## src/rtl/memarb_pkg.sv

```systemverilog
// Shared types and default sizes for the unified-memory port arbiter.
package memarb_pkg;

    localparam int unsigned ADDR_W_DEFAULT     = 32;
    localparam int unsigned DATA_W_DEFAULT     = 32;
    localparam int unsigned STARVE_MAX_DEFAULT = 4;

    typedef enum logic [1:0] {
        StIdle  = 2'd0,
        StBusyI = 2'd1,
        StBusyD = 2'd2
    } arb_state_e;

endpackage

```

## src/rtl/memarb_fetch_buf.sv

```systemverilog
// One-entry fetch buffer: remembers the last completed, unflushed fetch so a
// repeated fetch of the same word can be served without a memory access.
module memarb_fetch_buf
    import memarb_pkg::*;
#(
    parameter int unsigned ADDR_W = ADDR_W_DEFAULT,
    parameter int unsigned DATA_W = DATA_W_DEFAULT
) (
    input  logic              clk,
    input  logic              rst,
    input  logic              load,
    input  logic [ADDR_W-1:0] load_tag,
    input  logic [DATA_W-1:0] load_data,
    input  logic              inv_req,
    input  logic [ADDR_W-1:0] inv_addr,
    input  logic [ADDR_W-1:0] lookup_addr,
    output logic              hit,
    output logic [DATA_W-1:0] data
);

    logic              valid_q;
    logic [ADDR_W-1:0] tag_q;
    logic [DATA_W-1:0] data_q;

    // Load on fetch completion; a store to the buffered word makes it stale.
    always_ff @(posedge clk or negedge rst) begin
        if (!rst) begin
            valid_q <= 1'b0;
            tag_q   <= '0;
            data_q  <= '0;
        end else if (load) begin
            valid_q <= 1'b1;
            tag_q   <= load_tag;
            data_q  <= load_data;
        end else if (inv_req && (inv_addr == tag_q)) begin
            valid_q <= 1'b0;
        end
    end

    assign hit  = valid_q && (lookup_addr == tag_q);
    assign data = data_q;

endmodule

```

## src/rtl/mem_port_arbiter.sv

```systemverilog
// Arbitrates one single-port memory between instruction fetch and data access.
// Data has priority; a fetch is forced through after STARVE_MAX back-to-back
// data grants. One memory transaction is outstanding at a time.
// Define MEMARB_FETCH_BUF_EN to add a one-entry fetch buffer (memarb_fetch_buf).
module mem_port_arbiter
    import memarb_pkg::*;
#(
    parameter int unsigned ADDR_W     = ADDR_W_DEFAULT,
    parameter int unsigned DATA_W     = DATA_W_DEFAULT,
    parameter int unsigned STARVE_MAX = STARVE_MAX_DEFAULT
) (
    input  logic              clk,
    input  logic              rst,
    input  logic              if_req,
    input  logic [ADDR_W-1:0] if_addr,
    input  logic              if_flush,
    output logic              if_ready,
    output logic [DATA_W-1:0] if_rdata,
    input  logic              d_read,
    input  logic              d_write,
    input  logic [ADDR_W-1:0] d_addr,
    input  logic [DATA_W-1:0] d_wdata,
    output logic              d_ready,
    output logic [DATA_W-1:0] d_rdata,
    output logic              core_stall,
    output logic              mem_req,
    output logic              mem_we,
    output logic [ADDR_W-1:0] mem_addr,
    output logic [DATA_W-1:0] mem_wdata,
    input  logic              mem_ack,
    input  logic [DATA_W-1:0] mem_rdata
);

    localparam int unsigned     CNT_W      = $clog2(STARVE_MAX + 1);
    localparam logic [CNT_W-1:0] STARVE_LIM = CNT_W'(STARVE_MAX);

    arb_state_e        state_q;
    logic [CNT_W-1:0]  starve_cnt_q;
    logic              flush_pend_q;

    logic              if_pend;
    logic              d_pend;
    logic              grant_d;
    logic              grant_i;
    logic              buf_hit;
    logic [DATA_W-1:0] buf_data;

    // A requester still holding its request during its own ready pulse is stale.
    assign if_pend = if_req & ~if_ready;
    assign d_pend  = (d_read | d_write) & ~d_ready;

    assign grant_d = (state_q == StIdle) & d_pend &
                     ~(if_pend & ~buf_hit & (starve_cnt_q == STARVE_LIM));
    assign grant_i = (state_q == StIdle) & if_pend & ~buf_hit & ~grant_d;

    assign core_stall = (if_req & ~if_ready) | ((d_read | d_write) & ~d_ready);

`ifdef MEMARB_FETCH_BUF_EN
    logic buf_load;
    logic buf_match;

    assign buf_load = (state_q == StBusyI) & mem_ack & ~flush_pend_q & ~if_flush;

    memarb_fetch_buf #(
        .ADDR_W (ADDR_W),
        .DATA_W (DATA_W)
    ) u_fetch_buf (
        .clk         (clk),
        .rst         (rst),
        .load        (buf_load),
        .load_tag    (mem_addr),
        .load_data   (mem_rdata),
        .inv_req     (grant_d & d_write),
        .inv_addr    (d_addr),
        .lookup_addr (if_addr),
        .hit         (buf_match),
        .data        (buf_data)
    );

    // A hit is served from the buffer and may coexist with a data grant.
    assign buf_hit = (state_q == StIdle) & if_pend & buf_match;
`else
    assign buf_hit  = 1'b0;
    assign buf_data = '0;
`endif

    // Arbiter FSM with registered memory-side and core-side outputs.
    always_ff @(posedge clk or negedge rst) begin
        if (!rst) begin
            state_q      <= StIdle;
            starve_cnt_q <= '0;
            flush_pend_q <= 1'b0;
            mem_req      <= 1'b0;
            mem_we       <= 1'b0;
            mem_addr     <= '0;
            mem_wdata    <= '0;
            if_ready     <= 1'b0;
            if_rdata     <= '0;
            d_ready      <= 1'b0;
            d_rdata      <= '0;
        end else begin
            if_ready <= 1'b0;
            d_ready  <= 1'b0;

            if (!if_req || grant_i || buf_hit) begin
                starve_cnt_q <= '0;
            end else if (grant_d && (starve_cnt_q != STARVE_LIM)) begin
                starve_cnt_q <= starve_cnt_q + CNT_W'(1);
            end

            unique case (state_q)
                StIdle: begin
                    if (buf_hit) begin
                        if_ready <= 1'b1;
                        if_rdata <= buf_data;
                    end
                    if (grant_d) begin
                        state_q   <= StBusyD;
                        mem_req   <= 1'b1;
                        mem_we    <= d_write;
                        mem_addr  <= d_addr;
                        mem_wdata <= d_wdata;
                    end else if (grant_i) begin
                        state_q      <= StBusyI;
                        mem_req      <= 1'b1;
                        mem_we       <= 1'b0;
                        mem_addr     <= if_addr;
                        mem_wdata    <= '0;
                        flush_pend_q <= if_flush;
                    end
                end
                StBusyI: begin
                    if (if_flush) begin
                        flush_pend_q <= 1'b1;
                    end
                    if (mem_ack) begin
                        state_q      <= StIdle;
                        mem_req      <= 1'b0;
                        flush_pend_q <= 1'b0;
                        // A flushed fetch finishes on the memory side only.
                        if (!(flush_pend_q || if_flush)) begin
                            if_ready <= 1'b1;
                            if_rdata <= mem_rdata;
                        end
                    end
                end
                StBusyD: begin
                    if (mem_ack) begin
                        state_q <= StIdle;
                        mem_req <= 1'b0;
                        mem_we  <= 1'b0;
                        d_ready <= 1'b1;
                        if (!mem_we) begin
                            d_rdata <= mem_rdata;
                        end
                    end
                end
                default: state_q <= StIdle;
            endcase
        end
    end

endmodule
```

## config.mk

```make
export PLATFORM = sky130hd
export DESIGN_NAME = mem_port_arbiter
export DESIGN_NICKNAME = d
export VERILOG_FILES = /design/src/rtl/memarb_pkg.sv /design/src/rtl/memarb_fetch_buf.sv /design/src/rtl/mem_port_arbiter.sv
export SDC_FILE = /design/constraint.sdc
export NUM_CORES = 1
export LEC_CHECK = 0
export CAP_MARGIN = 5
export CORE_MARGIN = 1
export CORE_UTILIZATION = 38
export CTS_BUF_LIST = sky130_fd_sc_hd__clkbuf_8
export DETAILED_ROUTE_END_ITERATION = 8
export GPL_TIMING_DRIVEN = 1
export MAX_ROUTING_LAYER = met4
export PLACE_DENSITY = 0.9
export SYNTH_ARGS = -nofsm -noshare
export SYNTH_HDL_FRONTEND = slang
export SYNTH_HIERARCHICAL = 1
export SYNTH_SLANG_ARGS = --single-unit
```

## constraint.sdc

```tcl
create_clock -name clk -period 1.6 [get_ports clk]
set_input_delay 0.32 -clock clk [delete_from_list [all_inputs] [get_ports clk]]
set_output_delay 0.32 -clock clk [all_outputs]
set_load 0.03 [all_outputs]
```

# [Yosys cells after proc, flatten, opt, wreduce, memory -nomap -nowiden]
# Cells that the tools add are included.
# Widths: inputs -> output; s select.
[totals] ff_bits=138 latch_bits=0 ram_bits=0 mem_bits_ro=0 inputBits=135 n_memories=0
[op_classes] n_addsub=1 mul=0 n_div=0 magnitude_cmp=0 eq_ne=10 n_shift=0 mux=27 bitwise=15 n_reduce_logical=18
[ops] op="$mux 32" n=4
[ops] op="$mux 1" n=14
[ops] op="$reduce_and 3->1" n=4
[ops] op="$reduce_bool 2->1" n=5
[ops] op="$ne 3x3->1 const B" n=3
[ops] op="$and 1x1->1" n=7
[ops] op="$mux 2" n=3
[ops] op="$mux 3" n=2
[ops] op="$ne 2x2->1 const B" n=3
[ops] op="$not 1->1" n=6
[ops] op="$pmux 1 s2" n=3
[ops] op="$pmux 2 s2" n=1
[ops] op="$reduce_and 2->1" n=2
[ops] op="$reduce_and 4->1" n=1
[ops] op="$add 3x1->3 const B" n=1
[ops] op="$eq 3x3->1 const B" n=1
[ops] op="$eq 2x1->1 const B" n=1
[ops] op="$eq 2x2->1 const B" n=1
[ops] op="$logic_not 2->1" n=1
[ops] op="$logic_or 1x1->1" n=2
[ops] op="$ne 2x1->1 const B" n=1
[ops] op="$or 1x1->1" n=2
[ops] op="$reduce_or 2->1" n=1
[ops] op="$logic_and 1x1->1" n=1
[ops] op="$logic_not 1->1" n=1

# [Longest topological paths before layout]
# Gate-level depths: netlist of run 1.
[logic_depth] depth_word=10 mapped_depth=7

# [Worst setup path after synthesis of run 1]
# OpenSTA, ideal clock, no wires.
[synth_path] path_kind="reg2reg" startpoint="reg state_q[1]" endpoint="reg if_rdata[0]" setup_ns=0.125 t_arrival_ns=1.530 path_slack_ns=-0.055 stages_incl_launch_ff=7 path_buffers=2 path_cell_list="dfrtp_1 > inv_1 > ha_1 > and4bb_2 > buf_2 > buf_4 > mux2_2"
[synth_via] elab_chain_len=2
[synth_lines] item="start: declaration" line_no="mem_port_arbiter.sv:37" text="arb_state_e state_q;"
[synth_lines] item="start signal: assignment" line_no="mem_port_arbiter.sv:90" text="state_q <= StIdle;"
[synth_lines] item="start signal: assignment" line_no="mem_port_arbiter.sv:118" text="state_q <= StBusyD;"
[synth_lines] item="start signal: assignment" line_no="mem_port_arbiter.sv:124" text="state_q <= StBusyI;"
[synth_lines] item="$eq 2x1->1" line_no="mem_port_arbiter.sv:111" text="unique case (state_q)"
[synth_lines] item="$reduce_and 3->1 (no source line)"
[synth_lines] item="end signal: assignment" line_no="mem_port_arbiter.sv:115" text="if_rdata <= buf_data;"
[synth_lines] item="end signal: assignment" line_no="mem_port_arbiter.sv:143" text="if_rdata <= mem_rdata;"
[synth_lines] item="end: declaration" line_no="mem_port_arbiter.sv:18" text="output logic [DATA_W-1:0] if_rdata,"
# No other way between the ends.
# A chain may end at the register's enable or synchronous reset.

# [Worst setup path after layout of run 1]
[layout_path] startpoint="reg d_ready" endpoint="out core_stall"
[layout_via] elab_chain_len=3
[layout_lines] item="start: declaration" line_no="mem_port_arbiter.sv:23" text="output logic d_ready,"
[layout_lines] item="start signal: assignment" line_no="mem_port_arbiter.sv:99" text="d_ready <= 1'b0;"
[layout_lines] item="start signal: assignment" line_no="mem_port_arbiter.sv:103" text="d_ready <= 1'b0;"
[layout_lines] item="start signal: assignment" line_no="mem_port_arbiter.sv:152" text="d_ready <= 1'b1;"
[layout_lines] item="$not 1->1" line_no="mem_port_arbiter.sv:56" text="assign core_stall = (if_req & ~if_ready) | ((d_read | d_write) & ~d_ready);"
[layout_lines] item="$and 1x1->1" line_no="mem_port_arbiter.sv:56"
[layout_lines] item="$or 1x1->1" line_no="mem_port_arbiter.sv:56"
[layout_lines] item="end: declaration" line_no="mem_port_arbiter.sv:25" text="output logic core_stall,"
# No other way between the ends.

==> flow_summary.toml, run 1 <==
[power]
power.static_leakage_nw = 4.82
irDropWorstVdd_mv = 1.29
total_design_power_w = 0.0213
seq_power_share = 0.286
power.density_cell_area_nw_per_um2 = 2150
power_switching_w = 0.00909
comb_power_share = 0.576
power.internal_w = 0.0122
power.share.clock = 0.138
fraction_of_power_spent_switching_nets = 0.427

[floorplanning]
initial_utilization = 0.391
num_rows = 44
die_area_um2 = 15400
die_height_um = 124
die_width_um = 124
top_level_ports = 268
design.core.area_um2 = 14500

[detailed_routing]
detailedRoute.firstPassIterationCount = 4
remaining_drc_errors = 0
route.detailed.vias_per_inst = 5.09
vias = 4710
dr.first_iter.drc_count = 160
wire_per_inst_um = 20.2
wirelength_um = 18700
drt.antenna.violating_nets = 0

[placed_design]
routabilityCongestion = 0.832
dp_hpwl_um = 11400
port_buffers = 267

[clocking]
cts.root.buffer_cell = "sky130_fd_sc_hd__clkbuf_8"
cts.sink_count = 138
tritoncts_clock_tree = "built"
tritoncts.num_buffers = 17
clock_tree.buffer_depth = 2
htreeDepth = 4
clk_pin_slew_worst_paths_ns = 0.08
clock_latency_ns = 0.45

[yosys]
synth_largest_area_cell = "sky130_fd_sc_hd__dfrtp_1"
synthDistinctLibCells = 43
ys_top_cells_by_count = "sky130_fd_sc_hd__dfrtp_1 (138), sky130_fd_sc_hd__mux2_2 (63), sky130_fd_sc_hd__nand2_1 (35), sky130_fd_sc_hd__mux2i_1 (34), sky130_fd_sc_hd__a22o_1 (32)"
synth-seq-cells = 138
post_synth_instance_area_um2 = 5680
yosys_warnings = 6
main_synth_ff_type = "sky130_fd_sc_hd__dfrtp_1"
asyncSetResetFlopFracSynth = 1.00
synthesis.instances = 410
synthMostInstantiatedCell = "sky130_fd_sc_hd__dfrtp_1"
syn-mean-instance-area_um2 = 13.8
netlist_top_cells_area = "sky130_fd_sc_hd__dfrtp_1 (61%), sky130_fd_sc_hd__mux2_2 (12%), sky130_fd_sc_hd__mux2i_1 (6.0%)"
synth-edff-count = 0
synthesized_nets = 551
seq_area_frac_synth = 0.608
netlist.area_leader.share = 0.608

[critical_path]
worst_setup_path_start_kind = "flop"
kind_of_end_point_of_the_critical_path = "output pin"
crit_required_ns = 1.28
endpoint_of_the_worst_register_to_register_path = "mem_addr[26]"
r2r_setup_slk_ns = -0.10
worstPathArrival_ns = 1.47
r2r_cells = 8
crit_fanout = 7
critical_path.reg2reg.startpoint = "starve_cnt_q[0]"
path_class = "flop to output pin"

[hold_path]
min_delay_worst_endpoint = "mem_we"
timing.hold.worst.start = "d_write"
worstHoldPathType = "input pin to flop"
holdPathStages = 3

[global_routing]
grt_pass1_vias = 5137
globalRouteTotalUtil = 0.240
maximum_number_of_pins_on_one_net_before_global_route_repair = 49
grt.overflow.total = 0
grt_first_pass_wirelength_um = 27700
antenna_found_initial = 0

[finish]
syn2layout_area_growth_pct = 74.5
antenna_cells_inserted = 0
final_net_count = 870
utilization = 0.682
total_of_fill_cells_in_the_finished_design = 980
post_route_cells_drive_above_1_share = 0.267

[timing]
unrepaired_setup_endpoints_after_global_routing = "true"
max_freq_mhz = 560
setup-tns-final_ns = -2.42
max-slew-margin-rel = 0.757
post-route-worst-setup-slack_ns = -0.187
timing.final.setup_violations = 98
timing.final.crit_share = 1.12
post-route-min-period_ns = 1.79
whs_ns = 0.244
final-hold-violation-count = 0
report.final.slew_viol_count = 0
final.setup_skew_ns = 0.0116
worst-slew-pin-transition_ns = 0.366

[run_status]
outcome = "finished, violations left"
violations = "setup timing"

[job]
drv.max_cap_violation_count = 0
flip-flops by register name (all words and copies together) (netlist names), 2 cells and up:
signal,flops
d_rdata,32
if_rdata,32
mem_addr,32
mem_wdata,32
starve_cnt_q,3
state_q,2
critical path, cell delays in order, from the launching register on:
cell                      delay [ns]
sky130_fd_sc_hd__dfrtp_1        0.36
sky130_fd_sc_hd__o21ba_4        0.17
sky130_fd_sc_hd__buf_12         0.13
sky130_fd_sc_hd__or2_4          0.23
sky130_fd_sc_hd__buf_12         0.14
per-layer routing:
metal	GRT usage	wire (um)
met1	0.258	7170
met2	0.413	9830
met3	0.0746	1220
met4	0.0858	442
met5	-	0
layout by cell type, fill, tap and decap left out, drive strengths merged, types with 26 or more instances in the layout:
master,n
dfrtp,138
a22o,32
nand2,36
mux2i,34
mux2,65
o21ai,35
clkbuf,28
clkdlybuf4s50,131
dlygate4sd2,98
buf,57
clkdlybuf4s15,26
layout make-up:
type | instances | area (um2) | share of cell area
flip-flops and latches | 138 | 3450 | 0.349
repair buffers | 326 | 3380 | 0.342
multi-input cells | 239 | 2410 | 0.243
clock buffers | 17 | 234 | 0.0236
well taps | 184 | 230 | 0.0232
clock inverters | 14 | 171 | 0.0173
inverters | 7 | 26.3 | 0.00265
through the flow:
stage          instances  area, um2  worst slack (ns)
2_1_floorplan        410       5690           -0.0286
3_3_place_gp         861       8710            -0.359
3_5_place_dp         861       8710            -0.397
4_1_cts              913       9500            -0.215
5_1_grt              925       9910            -0.244
6_report             925       9910            -0.187
cell families (layout without fill, tap and decap cells):
| logic type | Yosys count | after routing | share of synthesized area |
|---|---|---|---|
| AOI/OAI and AO/OA | 79 | 79 | 0.101 |
| adders and majority gates | 6 | 6 | 0.0132 |
| buffers and inverters | 33 | 364 | 0.0392 |
| DFF | 138 | 138 | 0.608 |
| muxes | 99 | 99 | 0.190 |
| and+or+nand+nor | 55 | 55 | 0.0485 |
how the worst max path moves through the flow:
stage / slack, ns / to / depth (start not counted) / from
after global routing: -0.24 / core_stall / 4 / d_ready
after detailed placement: -0.40 / mem_addr[1] / 6 / if_req
after CTS: -0.21 / core_stall / 4 / d_ready
after global placement: -0.36 / mem_addr[18] / 6 / d_write
final: -0.19 / core_stall / 4 / d_ready
after floorplan: -0.03 / d_rdata[10] / 7 / state_q[0]
power by group through the flow:
stage | Sequential, W | Clock [W] | Combinational [W]
after global routing | 0.00628 | 0.00314 | 0.0129
after CTS | 0.00603 | 0.00299 | 0.0112
after floorplan | 0.00920 | 0 | 0.00334
after global placement | 0.00601 | 0 | 0.0108
after detailed placement | 0.00612 | 0 | 0.0111
final | 0.00609 | 0.00293 | 0.0123
repair_timing:
action / in CTS / in global routing
hold endpoints to repair: 23 / 0
hold buffers: 1 / 0
pin swaps: 2 / 6
cloned: 9 / 5
buffers inserted: 12 / 12
endpoints found under the setup margin: 264 / 164
resized for setup: 189 / 108
Power figures use the tool's default switching activity.
==> run 2: changes to the inputs <==
--- a/config.mk
+++ b/config.mk
@@ -11,6 +11,7 @@
 export CTS_BUF_LIST = sky130_fd_sc_hd__clkbuf_8
 export DETAILED_ROUTE_END_ITERATION = 8
 export GPL_TIMING_DRIVEN = 1
+export HOLD_SLACK_MARGIN = 0.12
 export MAX_ROUTING_LAYER = met4
 export PLACE_DENSITY = 0.9
 export SYNTH_ARGS = -nofsm -noshare
==> results of run 2 <==
The final DEF is identical to that of run 1; final timing and power are the same.
==> run 3: changes to the inputs <==
--- a/config.mk
+++ b/config.mk
@@ -5,15 +5,16 @@
 export SDC_FILE = /design/constraint.sdc
 export NUM_CORES = 1
 export LEC_CHECK = 0
+export ABC_AREA = 1
 export CAP_MARGIN = 5
-export CORE_MARGIN = 1
-export CORE_UTILIZATION = 38
+export CORE_MARGIN = 4
+export CORE_UTILIZATION = 39
 export CTS_BUF_LIST = sky130_fd_sc_hd__clkbuf_8
 export DETAILED_ROUTE_END_ITERATION = 8
 export GPL_TIMING_DRIVEN = 1
 export HOLD_SLACK_MARGIN = 0.12
 export MAX_ROUTING_LAYER = met4
-export PLACE_DENSITY = 0.9
+export PLACE_DENSITY = 0.85
 export SYNTH_ARGS = -nofsm -noshare
 export SYNTH_HDL_FRONTEND = slang
 export SYNTH_HIERARCHICAL = 1
==> run 3 against run 2 <==
  * The flow now finishes without violations
  * Design area decreased by 3.3%
  * Clock skew decreased by 0.0014 ns
  * Core utilization decreased by 4.9 points
  * Register-to-register slack improved by 0.17 ns
  * Critical path depth decreased by 3
  * Flip-flop and latch count unchanged
  * Fmax increased by 15%
  * Sequential power decreased by 2%
==> flow_summary.toml, run 3 <==
[yosys]
synthMostInstantiatedCell = "sky130_fd_sc_hd__nand2_1"
synth-edff-count = 0
yosys_warnings = 6
seq_area_frac_synth = 0.574
ys_top_cells_by_count = "sky130_fd_sc_hd__nand2_1 (316), sky130_fd_sc_hd__dfrtp_1 (138), sky130_fd_sc_hd__inv_1 (116), sky130_fd_sc_hd__o21ai_1 (64), sky130_fd_sc_hd__o21ai_0 (39)"
synth_largest_area_cell = "sky130_fd_sc_hd__dfrtp_1"
main_synth_ff_type = "sky130_fd_sc_hd__dfrtp_1"
synthesized_nets = 880
synthesis.instances = 739
synth-seq-cells = 138
post_synth_instance_area_um2 = 6020
syn-mean-instance-area_um2 = 8.15
netlist.area_leader.share = 0.574
synthDistinctLibCells = 18
asyncSetResetFlopFracSynth = 1.00
netlist_top_cells_area = "sky130_fd_sc_hd__dfrtp_1 (57%), sky130_fd_sc_hd__nand2_1 (20%), sky130_fd_sc_hd__inv_1 (7.2%)"

[global_routing]
grt_first_pass_wirelength_um = 28200
grt.overflow.total = 0
antenna_found_initial = 0
grt_pass1_vias = 5520
globalRouteTotalUtil = 0.206
maximum_number_of_pins_on_one_net_before_global_route_repair = 65

[power]
power.static_leakage_nw = 5.19
fraction_of_power_spent_switching_nets = 0.469
power.density_cell_area_nw_per_um2 = 2030
total_design_power_w = 0.0195
comb_power_share = 0.553
irDropWorstVdd_mv = 0.834
seq_power_share = 0.306
power.share.clock = 0.141
power_switching_w = 0.00914
power.internal_w = 0.0103

[placed_design]
dp_hpwl_um = 13000
routabilityCongestion = 0.834
placedInstanceArea_um2 = 9030
port_buffers = 267

[critical_path]
crit_fanout = 2
worst_setup_path_start_kind = "flop"
worstPathBufferInverterCount = 1
crit_path_cell_trace = "dlygate4sd2_1"
path_class = "flop to output pin"
worstPathArrival_ns = 1.23
kind_of_end_point_of_the_critical_path = "output pin"
crit_family = "buffers and inverters"
cpPeakStageDelay_ns = 0.43
critical_path.slowest_cell = "sky130_fd_sc_hd__dlygate4sd2_1"
crit_required_ns = 1.28

[timing]
max_freq_mhz = 646
max-slew-margin-rel = 0.755
final-hold-violation-count = 0
setup-tns-final_ns = 0
post-route-min-period_ns = 1.55
timing.final.setup_violations = 0
worst-slew-pin-transition_ns = 0.368
report.final.slew_viol_count = 0
final.setup_skew_ns = 0.0102
timing.final.crit_share = 0.968

[clocking]
cts.sink_count = 138
tritoncts_clock_tree = "built"
tritoncts.num_buffers = 17
clock_latency_ns = 0.44
htreeDepth = 4
clk_pin_slew_worst_paths_ns = 0.08
clock_tree.buffer_depth = 2
cts.root.buffer_cell = "sky130_fd_sc_hd__clkbuf_8"

[detailed_routing]
route.detailed.vias_per_inst = 4.63
drt.antenna.violating_nets = 0
detailedRoute.firstPassIterationCount = 4
wirelength_um = 18900
vias = 5706
wire_per_inst_um = 15.3
dr.first_iter.drc_count = 240
remaining_drc_errors = 0

[floorplanning]
top_level_ports = 268
initial_utilization = 0.397
die_width_um = 132
die_area_um2 = 17500
die_height_um = 132
num_rows = 45
design.core.area_um2 = 15100

[finish]
post-route-cell-area_um2 = 9580
layout.cells.most_common_list = "sky130_fd_sc_hd__nand2_1 (310), sky130_fd_sc_hd__dfrtp_1 (138), sky130_fd_sc_hd__clkdlybuf4s50_1 (132)"
final_common_cell = "sky130_fd_sc_hd__nand2_1"
utilization = 0.633
antenna_cells_inserted = 0
syn2layout_area_growth_pct = 59.2
post_route_cells_drive_above_1_share = 0.0920
total_of_fill_cells_in_the_finished_design = 1281
final_net_count = 1172

[hold_path]
worstHoldPathType = "input pin to asynchronous set/reset pin"

[job]
drv.max_cap_violation_count = 0

[run_status]
outcome = "finished clean"
[run 3: changes by cell type after synthesis, moves of 4 or more]
cell                       before  now
sky130_fd_sc_hd__clkbuf_1       2    6
sky130_fd_sc_hd__o21ai_0        4   39
sky130_fd_sc_hd__mux2_2        63    0
sky130_fd_sc_hd__inv_1          7  116
sky130_fd_sc_hd__o21ai_1       29   64
sky130_fd_sc_hd__buf_2          9   16
sky130_fd_sc_hd__nor2_1         2   11
sky130_fd_sc_hd__mux2i_1       34    0
sky130_fd_sc_hd__nand2_1       35  316
sky130_fd_sc_hd__a21oi_1        4    0
sky130_fd_sc_hd__buf_6          3    7
sky130_fd_sc_hd__a22o_1        32    0
[run 3: path summary, 6_finish.rpt]
check	end	cells after the start	from	slack [ns]
worst max-delay path	mem_wdata[8]	1	mem_wdata[8]	0.05
worst min-delay path	if_rdata[6]	2	rst	0.30
worst max register to register	mem_addr[19]	9	state_q[0]	0.07
worst min register to register	mem_wdata[24]	2	mem_wdata[24]	0.47
max in group asynchronous	mem_addr[9]	3	rst	0.70
min in group clk	starve_cnt_q[2]	7	d_read	0.40
[run 3: power by group through the flow]
stage	Combinational, W	Sequential (W)	Clock, W
after global routing	0.0116	0.00616	0.00296
after floorplan	0.00323	0.00912	0
after global placement	0.0110	0.00600	0
final	0.0108	0.00597	0.00274
after detailed placement	0.0113	0.00603	0
after CTS	0.0102	0.00595	0.00281
[run 3: final cells by class]
class                           count  area [um2]  share of cell area
Multi-Input combinational cell    450        1980               0.207
Clock inverter                     13         120              0.0125
Inverter                          117         439              0.0458
Tap cell                          188         235              0.0245
Clock buffer                       19         262              0.0273
Sequential cell                   138        3450               0.360
Timing Repair Buffer              307        3090               0.323
[run 3: cells by family after synthesis]
logic type | count (synthesis) | synth area share
adders and majority gates | 6 | 0.0125
buffers and inverters | 151 | 0.109
AOI/OAI and AO/OA | 103 | 0.0856
DFF | 138 | 0.574
and+or+nand+nor | 341 | 0.219
[run 3: stage by stage]
stage / setup WS, ns / cells / hold slack (ns)
6_report: 0.0512 / 1232 / 0.304
2_1_floorplan: 0.109 / 739 / 0.0244
3_3_place_gp: -0.177 / 1186 / 0.203
3_5_place_dp: -0.201 / 1186 / 0.202
5_1_grt: -0.0194 / 1232 / 0.294
4_1_cts: -0.00508 / 1219 / 0.279
[run 3: repair_timing]
item | 4_1_cts | 5_1_grt
hold buffers | 1 | 0
hold endpoints to repair | 138 | 0
gates cloned | 0 | 7
buffers inserted | 0 | 6
pin swaps | 1 | 6
gates resized for setup | 143 | 43
endpoints found under the setup margin | 164 | 92
[run 3: per-layer routing]
metal / wire length, um / track usage / share of wire
met5: 0 / - / 0
met4: 546 / 0.0722 / 0.029
met3: 917 / 0.0489 / 0.049
met2: 9580 / 0.345 / 0.51
met1: 7840 / 0.244 / 0.42
